--- config.mk ---
export PLATFORM = sky130hd
export DESIGN_NAME = nyq_ctrl_flat
export DESIGN_NICKNAME = d
export VERILOG_FILES = /design/src/rtl/nyq_ctrl_if.sv /design/src/rtl/nyq_ctrl.sv /design/src/flat_wrapper.sv
export SDC_FILE = /design/constraint.sdc
export NUM_CORES = 1
export LEC_CHECK = 0
export ABC_AREA = 1
export CORE_ASPECT_RATIO = 1.5
export CORE_UTILIZATION = 40
export DETAILED_ROUTE_END_ITERATION = 7
export MAX_ROUTING_LAYER = met4
export PLACE_DENSITY = 0.72
export SYNTH_ARGS = -nofsm -noshare
export SYNTH_HDL_FRONTEND = slang
export SYNTH_SLANG_ARGS = --single-unit
--- constraint.sdc ---
create_clock -name Clk_CI -period 1.7 [get_ports Clk_CI]
set_input_delay 0.34 -clock Clk_CI [delete_from_list [all_inputs] [get_ports Clk_CI]]
set_output_delay 0.34 -clock Clk_CI [all_outputs]
set_load 0.01 [all_outputs]
--- src/rtl/nyq_ctrl_if.sv ---
// Handshake and control bundle between the decimator controller and its MAC datapath / neighbours.
// The slave modport is the controller's view of the bundle.
interface nyq_ctrl_if #(
  parameter int PH_WIDTH  = 3,
  parameter int CNT_WIDTH = 16
);
  logic                 WrEn_SI;
  logic                 Flush_SI;
  logic                 InValid_SI;
  logic                 InReady_SO;
  logic [PH_WIDTH-1:0]  Phase_DO;
  logic                 MacEn_SO;
  logic                 MacClr_SO;
  logic                 ChainEn_SO;
  logic                 OutValid_SO;
  logic                 OutReady_SI;
  logic [CNT_WIDTH-1:0] FrameCnt_DO;
  logic [7:0]           DropCnt_DO;

  modport slave (
    input  WrEn_SI, Flush_SI, InValid_SI, OutReady_SI,
    output InReady_SO, Phase_DO, MacEn_SO, MacClr_SO, ChainEn_SO,
           OutValid_SO, FrameCnt_DO, DropCnt_DO
  );

  modport master (
    output WrEn_SI, Flush_SI, InValid_SI, OutReady_SI,
    input  InReady_SO, Phase_DO, MacEn_SO, MacClr_SO, ChainEn_SO,
           OutValid_SO, FrameCnt_DO, DropCnt_DO
  );
endinterface

--- src/rtl/nyq_ctrl.sv ---
// Polyphase decimator control: sequences coefficient phases per input sample, dumps the
// lane chain once per DECIM samples and holds the result until the consumer takes it.
module nyq_ctrl #(
  parameter int DECIM     = 8,
  parameter int PH_WIDTH  = 3,
  parameter int CNT_WIDTH = 16
) (
  input  logic       Clk_CI,
  input  logic       Rst_RI,
  nyq_ctrl_if.slave  bus
);

  typedef enum logic [1:0] {IDLE, ACCUM, DUMP, CFG} state_t;

  localparam logic [PH_WIDTH-1:0] PH_LAST = PH_WIDTH'(DECIM - 1);

  state_t               state, state_nxt;
  logic [PH_WIDTH-1:0]  phase, phase_nxt;
  logic                 out_valid, out_valid_nxt;
  logic [CNT_WIDTH-1:0] frame_cnt;
  logic [7:0]           drop_cnt;

  logic ready, accept, mac_en, mac_clr, chain_en, dump, drop, out_hs, stall;

  function automatic logic [7:0] sat_inc8(input logic [7:0] v);
    return (v == 8'hFF) ? v : v + 8'd1;
  endfunction

  always_comb begin
    state_nxt = state;
    phase_nxt = phase;
    ready     = 1'b0;
    accept    = 1'b0;
    mac_en    = 1'b0;
    mac_clr   = 1'b0;
    chain_en  = 1'b0;
    dump      = 1'b0;
    drop      = 1'b0;
    out_hs    = out_valid && bus.OutReady_SI;
    // Holding back the last sample of a frame keeps a pending, unaccepted output intact.
    stall     = (phase == PH_LAST) && out_valid && !bus.OutReady_SI;

    case (state)
      IDLE, ACCUM: begin
        if (bus.WrEn_SI || bus.Flush_SI) begin
          mac_clr   = 1'b1;
          phase_nxt = '0;
          drop      = (phase != '0);
          state_nxt = bus.WrEn_SI ? CFG : IDLE;
        end else begin
          ready  = !stall;
          accept = bus.InValid_SI && ready;
          mac_en = accept;
          if (accept) begin
            if (phase == PH_LAST) begin
              phase_nxt = '0;
              state_nxt = DUMP;
            end else begin
              phase_nxt = phase + 1'b1;
              state_nxt = ACCUM;
            end
          end
        end
      end
      DUMP: begin
        chain_en  = 1'b1;
        mac_clr   = 1'b1;
        dump      = 1'b1;
        state_nxt = bus.WrEn_SI ? CFG : IDLE;
      end
      CFG: begin
        mac_clr   = 1'b1;
        phase_nxt = '0;
        if (!bus.WrEn_SI) state_nxt = IDLE;
      end
      default: begin
        mac_clr   = 1'b1;
        phase_nxt = '0;
        state_nxt = IDLE;
      end
    endcase

    out_valid_nxt = dump ? 1'b1 : (out_hs ? 1'b0 : out_valid);

    if (Rst_RI) begin
      ready    = 1'b0;
      mac_en   = 1'b0;
      mac_clr  = 1'b1;
      chain_en = 1'b0;
    end
  end

  always_ff @(posedge Clk_CI) begin
    if (Rst_RI) begin
      state     <= IDLE;
      phase     <= '0;
      out_valid <= 1'b0;
      frame_cnt <= '0;
      drop_cnt  <= '0;
    end else begin
      state     <= state_nxt;
      phase     <= phase_nxt;
      out_valid <= out_valid_nxt;
      frame_cnt <= frame_cnt + CNT_WIDTH'(out_hs);
      drop_cnt  <= drop ? sat_inc8(drop_cnt) : drop_cnt;
    end
  end

  assign bus.InReady_SO  = ready;
  assign bus.Phase_DO    = mac_clr ? '0 : phase;
  assign bus.MacEn_SO    = mac_en;
  assign bus.MacClr_SO   = mac_clr;
  assign bus.ChainEn_SO  = chain_en;
  assign bus.OutValid_SO = out_valid;
  assign bus.FrameCnt_DO = frame_cnt;
  assign bus.DropCnt_DO  = drop_cnt;

endmodule
--- src/flat_wrapper.sv ---
// flat-port wrapper written by rule: the top's interface ports become plain ports
module nyq_ctrl_flat 
#(
  parameter int DECIM     = 8,
  parameter int PH_WIDTH  = 3,
  parameter int CNT_WIDTH = 16
)
  (Clk_CI, Rst_RI, bus_WrEn_SI, bus_Flush_SI, bus_InValid_SI, bus_OutReady_SI, bus_InReady_SO, bus_Phase_DO, bus_MacEn_SO, bus_MacClr_SO, bus_ChainEn_SO, bus_OutValid_SO, bus_FrameCnt_DO, bus_DropCnt_DO);
  nyq_ctrl_if #(.PH_WIDTH(PH_WIDTH), .CNT_WIDTH(CNT_WIDTH)) bus_i ();
  input  logic Clk_CI;
  input  logic Rst_RI;
  input wire logic [$bits(bus_i.WrEn_SI)-1:0] bus_WrEn_SI;
  input wire logic [$bits(bus_i.Flush_SI)-1:0] bus_Flush_SI;
  input wire logic [$bits(bus_i.InValid_SI)-1:0] bus_InValid_SI;
  input wire logic [$bits(bus_i.OutReady_SI)-1:0] bus_OutReady_SI;
  output wire logic [$bits(bus_i.InReady_SO)-1:0] bus_InReady_SO;
  output wire logic [$bits(bus_i.Phase_DO)-1:0] bus_Phase_DO;
  output wire logic [$bits(bus_i.MacEn_SO)-1:0] bus_MacEn_SO;
  output wire logic [$bits(bus_i.MacClr_SO)-1:0] bus_MacClr_SO;
  output wire logic [$bits(bus_i.ChainEn_SO)-1:0] bus_ChainEn_SO;
  output wire logic [$bits(bus_i.OutValid_SO)-1:0] bus_OutValid_SO;
  output wire logic [$bits(bus_i.FrameCnt_DO)-1:0] bus_FrameCnt_DO;
  output wire logic [$bits(bus_i.DropCnt_DO)-1:0] bus_DropCnt_DO;
  assign bus_i.WrEn_SI = bus_WrEn_SI;
  assign bus_i.Flush_SI = bus_Flush_SI;
  assign bus_i.InValid_SI = bus_InValid_SI;
  assign bus_i.OutReady_SI = bus_OutReady_SI;
  assign bus_InReady_SO = bus_i.InReady_SO;
  assign bus_Phase_DO = bus_i.Phase_DO;
  assign bus_MacEn_SO = bus_i.MacEn_SO;
  assign bus_MacClr_SO = bus_i.MacClr_SO;
  assign bus_ChainEn_SO = bus_i.ChainEn_SO;
  assign bus_OutValid_SO = bus_i.OutValid_SO;
  assign bus_FrameCnt_DO = bus_i.FrameCnt_DO;
  assign bus_DropCnt_DO = bus_i.DropCnt_DO;
  nyq_ctrl #(.DECIM(DECIM), .PH_WIDTH(PH_WIDTH), .CNT_WIDTH(CNT_WIDTH)) u_core (.Clk_CI(Clk_CI), .Rst_RI(Rst_RI), .bus(bus_i));
endmodule
# After elaboration in Yosys (flattened, before gate mapping)

Index checks and enable logic that the tools add are counted.

Bits in registers: 30
Bits of input ports: 6
Output and inout port bits: 32
Word-level logic and storage cells: 58

$add $sub $neg: 3
Eq/ne operators: 7
Muxes and demuxes: 26
Bitwise gates (word level): 1
Reductions and logical operators: 16

Operator list:

| cell                                                  | number |
|---|---|
| adder 16 x 1 -> 16 bit                                | 1 |
| 2-to-1 mux 1 bit                                      | 14 |
| 2-to-1 mux 3 bit                                      | 4 |
| 2-to-1 mux 2 bit                                      | 5 |
| adder 8 x 1 -> 8 bit, second input constant           | 1 |
| == test 8 bit, second input constant                  | 1 |
| case mux 2 bit (3 select lines)                       | 1 |
| case mux 3 bit (2 select lines)                       | 1 |
| AND reduction 2 bit                                   | 3 |
| == test 2 bit, second input constant                  | 2 |
| logical AND 1 bit                                     | 4 |
| nonzero test 2 bit                                    | 2 |
| OR reduction 2 bit                                    | 2 |
| adder 3 x 1 -> 3 bit, second input constant           | 1 |
| == test 3 bit, second input constant                  | 1 |
| inequality test 3 x 1 -> 1 bit, second input constant | 1 |
| nonzero test 3 bit                                    | 1 |
| == test 2 x 1 -> 1 bit, second input constant         | 1 |
| zero test 1 bit                                       | 2 |
| zero test 2 bit                                       | 1 |
| inequality test 2 bit, second input constant          | 1 |
| case mux 1 bit (2 select lines)                       | 1 |
| logical OR 1 bit                                      | 1 |
| NOT 1 bit                                             | 1 |

# Longest topological paths before layout

Depth in word-level cells: 8
Mapped depth: 12
Depth with buffers taken out: 12

# Least setup slack after synthesis

No wires, ideal clock.

Kind: reg-to-output
Start: reg u_core.phase[0]
End: out bus_MacEn_SO
Arrival: 1271 ps
Required time: 1360 ps
Setup slack: 89 ps
Stages on the path, launching flop included: 6
Buffers on the path: 0
Cell sequence: dfxtp_1 -> ha_1 -> ha_1 -> nand3_1 -> nand2_1 -> nor4_1

Longest elaborated chain between the ends: 8

Ends and longest elaborated chain:

| what                           | RTL line           | RTL |
|---|---|---|
| from (decl)                    | nyq_ctrl.sv:18     | `logic [PH_WIDTH-1:0] phase, phase_nxt;` |
| from (signal assigned)         | nyq_ctrl.sv:102    | `phase <= phase_nxt;` |
| == test 3 bit                  | nyq_ctrl.sv:41     | `stall = (phase == PH_LAST) && out_valid && !bus.OutReady_SI;` |
| logical AND 1 bit (2 in a row) | nyq_ctrl.sv:41     |  |
| zero test 1 bit                | nyq_ctrl.sv:51     | `ready = !stall;` |
| logical AND 1 bit              | nyq_ctrl.sv:52     | `accept = bus.InValid_SI && ready;` |
| 2-to-1 mux 1 bit               | nyq_ctrl.sv:45     | `if (bus.WrEn_SI \|\| bus.Flush_SI) begin` |
| 2-to-1 mux 1 bit               | nyq_ctrl.sv:43     | `case (state)` |
| 2-to-1 mux 1 bit               | nyq_ctrl.sv:85     | `if (Rst_RI) begin` |
| to (decl)                      | flat_wrapper.sv:18 | `output wire logic [$bits(bus_i.MacEn_SO)-1:0] bus_MacEn_SO;` |

Every way passes these cells.

# Final worst setup path

Start: reg u_core.phase[1]
End: out bus_MacEn_SO

Same word-level chain as after synthesis.

==> results by group <==
Outcome
  • Outcome: finished with violations
  • Failing checks: negative setup slack

Critical path
  • CP startpoint: u_core.phase[1]
  • Worst reg2reg setup slack: ~0.090 ns
  • Setup CP Type: flip-flop to output port
  • Setup crit end kind: output port
  • Crit path cell chain: ha_4, ha_4, nand3_4, nand2_4, nor4_2, buf_2
  • RR Endpoint: u_core.bus.FrameCnt_DO[12]
  • Most used cell, CP: ha_4
  • CP Launch Type: flip-flop
  • Critical Path RT: approximately 1.4 ns
  • Worst Path Arrival: roughly 1.4 ns
  • Crit path to: bus_MacEn_SO
  • Max FO, Critical Path: 2
  • Slowest library cell on the worst path: dfxtp_2
  • RR Startpoint: u_core.bus.OutValid_SO
  • R2R depth: 13
  • Largest stage delay, worst path: ~0.34 ns

Clock tree
  • Clk sinks: 30
  • Clock Root Buffer: clkbuf_8
  • CTS buffer count: 5
  • Clock transition at the registers of the reported paths: 0.07 ns
  • Clk_lat worst skew: roughly 0.29 ns
  • Longest Clk Path Bufs: 2
  • CTS tree: yes
  • Post-CTS Hold Fix Bufs: 0
  • Max H-tree Level: 2

Detailed routing
  • Remaining routing DRC violations: 0
  • DR WL/cell: 11.1 µm
  • Iteration-0 DRC Markers: 44
  • Antenna-violating nets left: 0
  • Routed wire length: 3890 µm
  • 1st-pass router iterations: 4
  • Vias: around 1,700
  • Via density: roughly 4.8

Yosys
  • Yosys reg bits: 30
  • Post-synth EDFFs: 0
  • Register area share after synthesis: 0.376
  • Top_reg_cell synth: dfxtp_1
  • YS warnings: 0
  • Post-synth cell types: 25
  • Leading area contributor after synthesis: dfxtp_1
  • Share of the synthesized area in the top cell type: 0.376
  • Count leader, synth: nand2_1
  • Syn Inst Count: 240
  • Post-synthesis async set-or-reset flop share: 0
  • Syn nets: between 200 and 300
  • Top cells by count, synth: nand2_1, nor2_1, inv_1, dfxtp_1, nand3_1
  • Top cells by area, synth: dfxtp_1, nand2_1, nor2_1, inv_1, nand3_1
  • Mapped cell area: ~1600 µm²
  • Syn_area_per_cell: about 6.7 µm²

Floorplan
  • Initial core utilization: 0.426
  • Die area: 4260 µm²
  • Core area: roughly 3700 µm²
  • Die width: 53.6 µm
  • I/O pin count: 38
  • Die Y: a little under 80 µm
  • Site Rows: 27

Timing
  • Tmin final: approximately 1.7 ns
  • Max_slew headroom: 0.844
  • Final Setup Violations: 1
  • Final Hold Viols: 0
  • Slew Limit Fails: 0
  • FMAX: 580 MHz
  • Final setup skew: between 0.008 and 0.009 ns
  • Unrepaired setup endpoints after global routing: true
  • Worst-Margin Slew: about 0.23 ns
  • Final worst slack: -0.0253 ns
  • Period utilization: 1.01

Global routing
  • M2 GR Usage: 0.366
  • Most Used Layer, Global Route: met2
  • GR Util met3: 0.0571
  • Global-route wire length before repair: 6580 µm
  • GRT Util Overall: 0.215
  • GR Overflow Total: 0
  • Initial antenna violation count: 0
  • Met1 Track Usage GR: 0.225
  • Vias in the first global route: 1,569
  • Largest net degree at the start of global routing: 15

Cells and area
  • Diodes inserted: 0
  • Share of layout cells above drive strength 1: 0.243
  • Fin nets: 320
  • Layout area overhead: 50.5%
  • Final instance area: 2410 µm²
  • Finished Layout Cells: 352

Placed design
  • PortBufs: 37
  • Dpl cells: ~340
  • Dpl cell area: between 2000 and 2500 µm²
  • Final Wtd Congestion: around 0.89
  • Hpwl dp: 2770 µm

Run
  • MaxCap Viol Count: 0

Power
  • PD cells: between 600 and 700 nW/µm²
  • Pleak: 1.02 nW
  • Max VDD drop: between 0.6 and 0.7 mV

Min path
  • Min-Delay Path Class: flip-flop to flip-flop
==> layout by cell type, fill, tap and decap left out <==
| cell type | n |
|---|---|
| a211oi_1 | 1 |
| a21oi_1 | 14 |
| a21oi_2 | 2 |
| buf_2 | 4 |
| buf_4 | 26 |
| buf_6 | 1 |
| clkbuf_2 | 1 |
| clkbuf_8 | 6 |
| clkdlybuf4s50_1 | 27 |
| clkinv_2 | 1 |
| clkinvlp_4 | 1 |
| dfxtp_1 | 25 |
| dfxtp_2 | 4 |
| dfxtp_4 | 1 |
| dlygate4sd2_1 | 5 |
| ha_1 | 2 |
| ha_4 | 4 |
| inv_1 | 30 |
| inv_2 | 5 |
| nand2_1 | 51 |
| nand2_2 | 6 |
| nand2_4 | 4 |
| nand3_1 | 17 |
| nand3_2 | 2 |
| nand3_4 | 1 |
| nand4_1 | 2 |
| nor2_1 | 40 |
| nor2_4 | 4 |
| nor3_1 | 3 |
| nor4_2 | 1 |
| o21a_1 | 1 |
| o21ai_0 | 9 |
| o21bai_1 | 2 |
| or2_4 | 1 |
| xnor2_1 | 1 |
| xor2_1 | 4 |
==> worst min-delay path by stage <==
stage                                     from  cells after the start                          to  slack, ns
global placement    u_core.bus.FrameCnt_DO[15]                      2  u_core.bus.FrameCnt_DO[15]       0.48
detailed placement  u_core.bus.FrameCnt_DO[15]                      2  u_core.bus.FrameCnt_DO[15]       0.49
CTS                 u_core.bus.FrameCnt_DO[15]                      2  u_core.bus.FrameCnt_DO[15]       0.50
floorplan                      u_core.phase[2]                      2             u_core.phase[2]       0.46
finish               u_core.bus.FrameCnt_DO[5]                      1   u_core.bus.FrameCnt_DO[5]       0.48
global route         u_core.bus.FrameCnt_DO[5]                      1   u_core.bus.FrameCnt_DO[5]       0.52
==> report_power, final <==
part	internal, mW	total [mW]	switching, mW
logic	0.0808	0.173	0.0917
registers	0.717	0.734	0.0162
clock network	0.325	0.613	0.288
==> layer usage <==
layer | up-vias | wire (µm)
li1 | 890 | -
met1 | 761 | 1620
met4 | 0 | 78
met5 | - | 0
met2 | 34 | 2060
met3 | 8 | 131
==> sequential cells by signal, summed over array words and instances, names as in the netlist <==
| name | cells |
|---|---|
| u_core.bus.FrameCnt_DO | 16 |
| u_core.state | 2 |
| u_core.bus.OutValid_SO | 1 |
| u_core.bus.DropCnt_DO | 8 |
| u_core.phase | 3 |
==> cell families after synthesis <==
family,count (synthesis),synth area share
AOI/OAI and AO/OA,29,0.0994
buffers and inverters,38,0.0947
and+or+nand+nor,132,0.356
xor gates and xnor gates,5,0.0274
DFF,30,0.376
adders and majority gates,6,0.0469
==> critical path, delay by kind of cell (launching register included) <==
family        cells  cell delay (ns)
flops             1             0.34
buf+inv           1             0.18
fa+ha+maj         2             0.32
simple gates      3             0.26
==> metrics by stage <==
step                      TNS (ns)  worst slack, ns   util  hold WS (ns)  power, mW
final                      -0.0253          -0.0253  0.642         0.483       1.52
after floorplan                  0           0.0886      -         0.465      0.831
after detailed placement     -5.94           -0.593  0.576         0.488      0.909
after global routing        -0.243          -0.0702  0.642         0.519       1.61
after global placement       -5.54           -0.543  0.576         0.483      0.905
after CTS                  -0.0619          -0.0619  0.614         0.499       1.53
==> what timing repair did <==
action | CTS | global route
gates resized for setup | 40 | 22
endpoints found under the setup margin | 10 | 11
pin swaps | 5 | 4
buffers inserted | 2 | 4
==> area by class of cell <==
| class | instances | area [µm²] |
|---|---|---|
| Tap cell | 43 | 53.8 |
| Clock buffer | 6 | 82.6 |
| Sequential cell | 30 | 609 |
| Multi-Input combinational cell | 172 | 972 |
| Inverter | 35 | 131 |
| Clock inverter | 2 | 12.5 |
| Timing Repair Buffer | 64 | 546 |
| Fill cell | 325 | 1340 |
No activity file was read; power rests on OpenSTA's default activity.
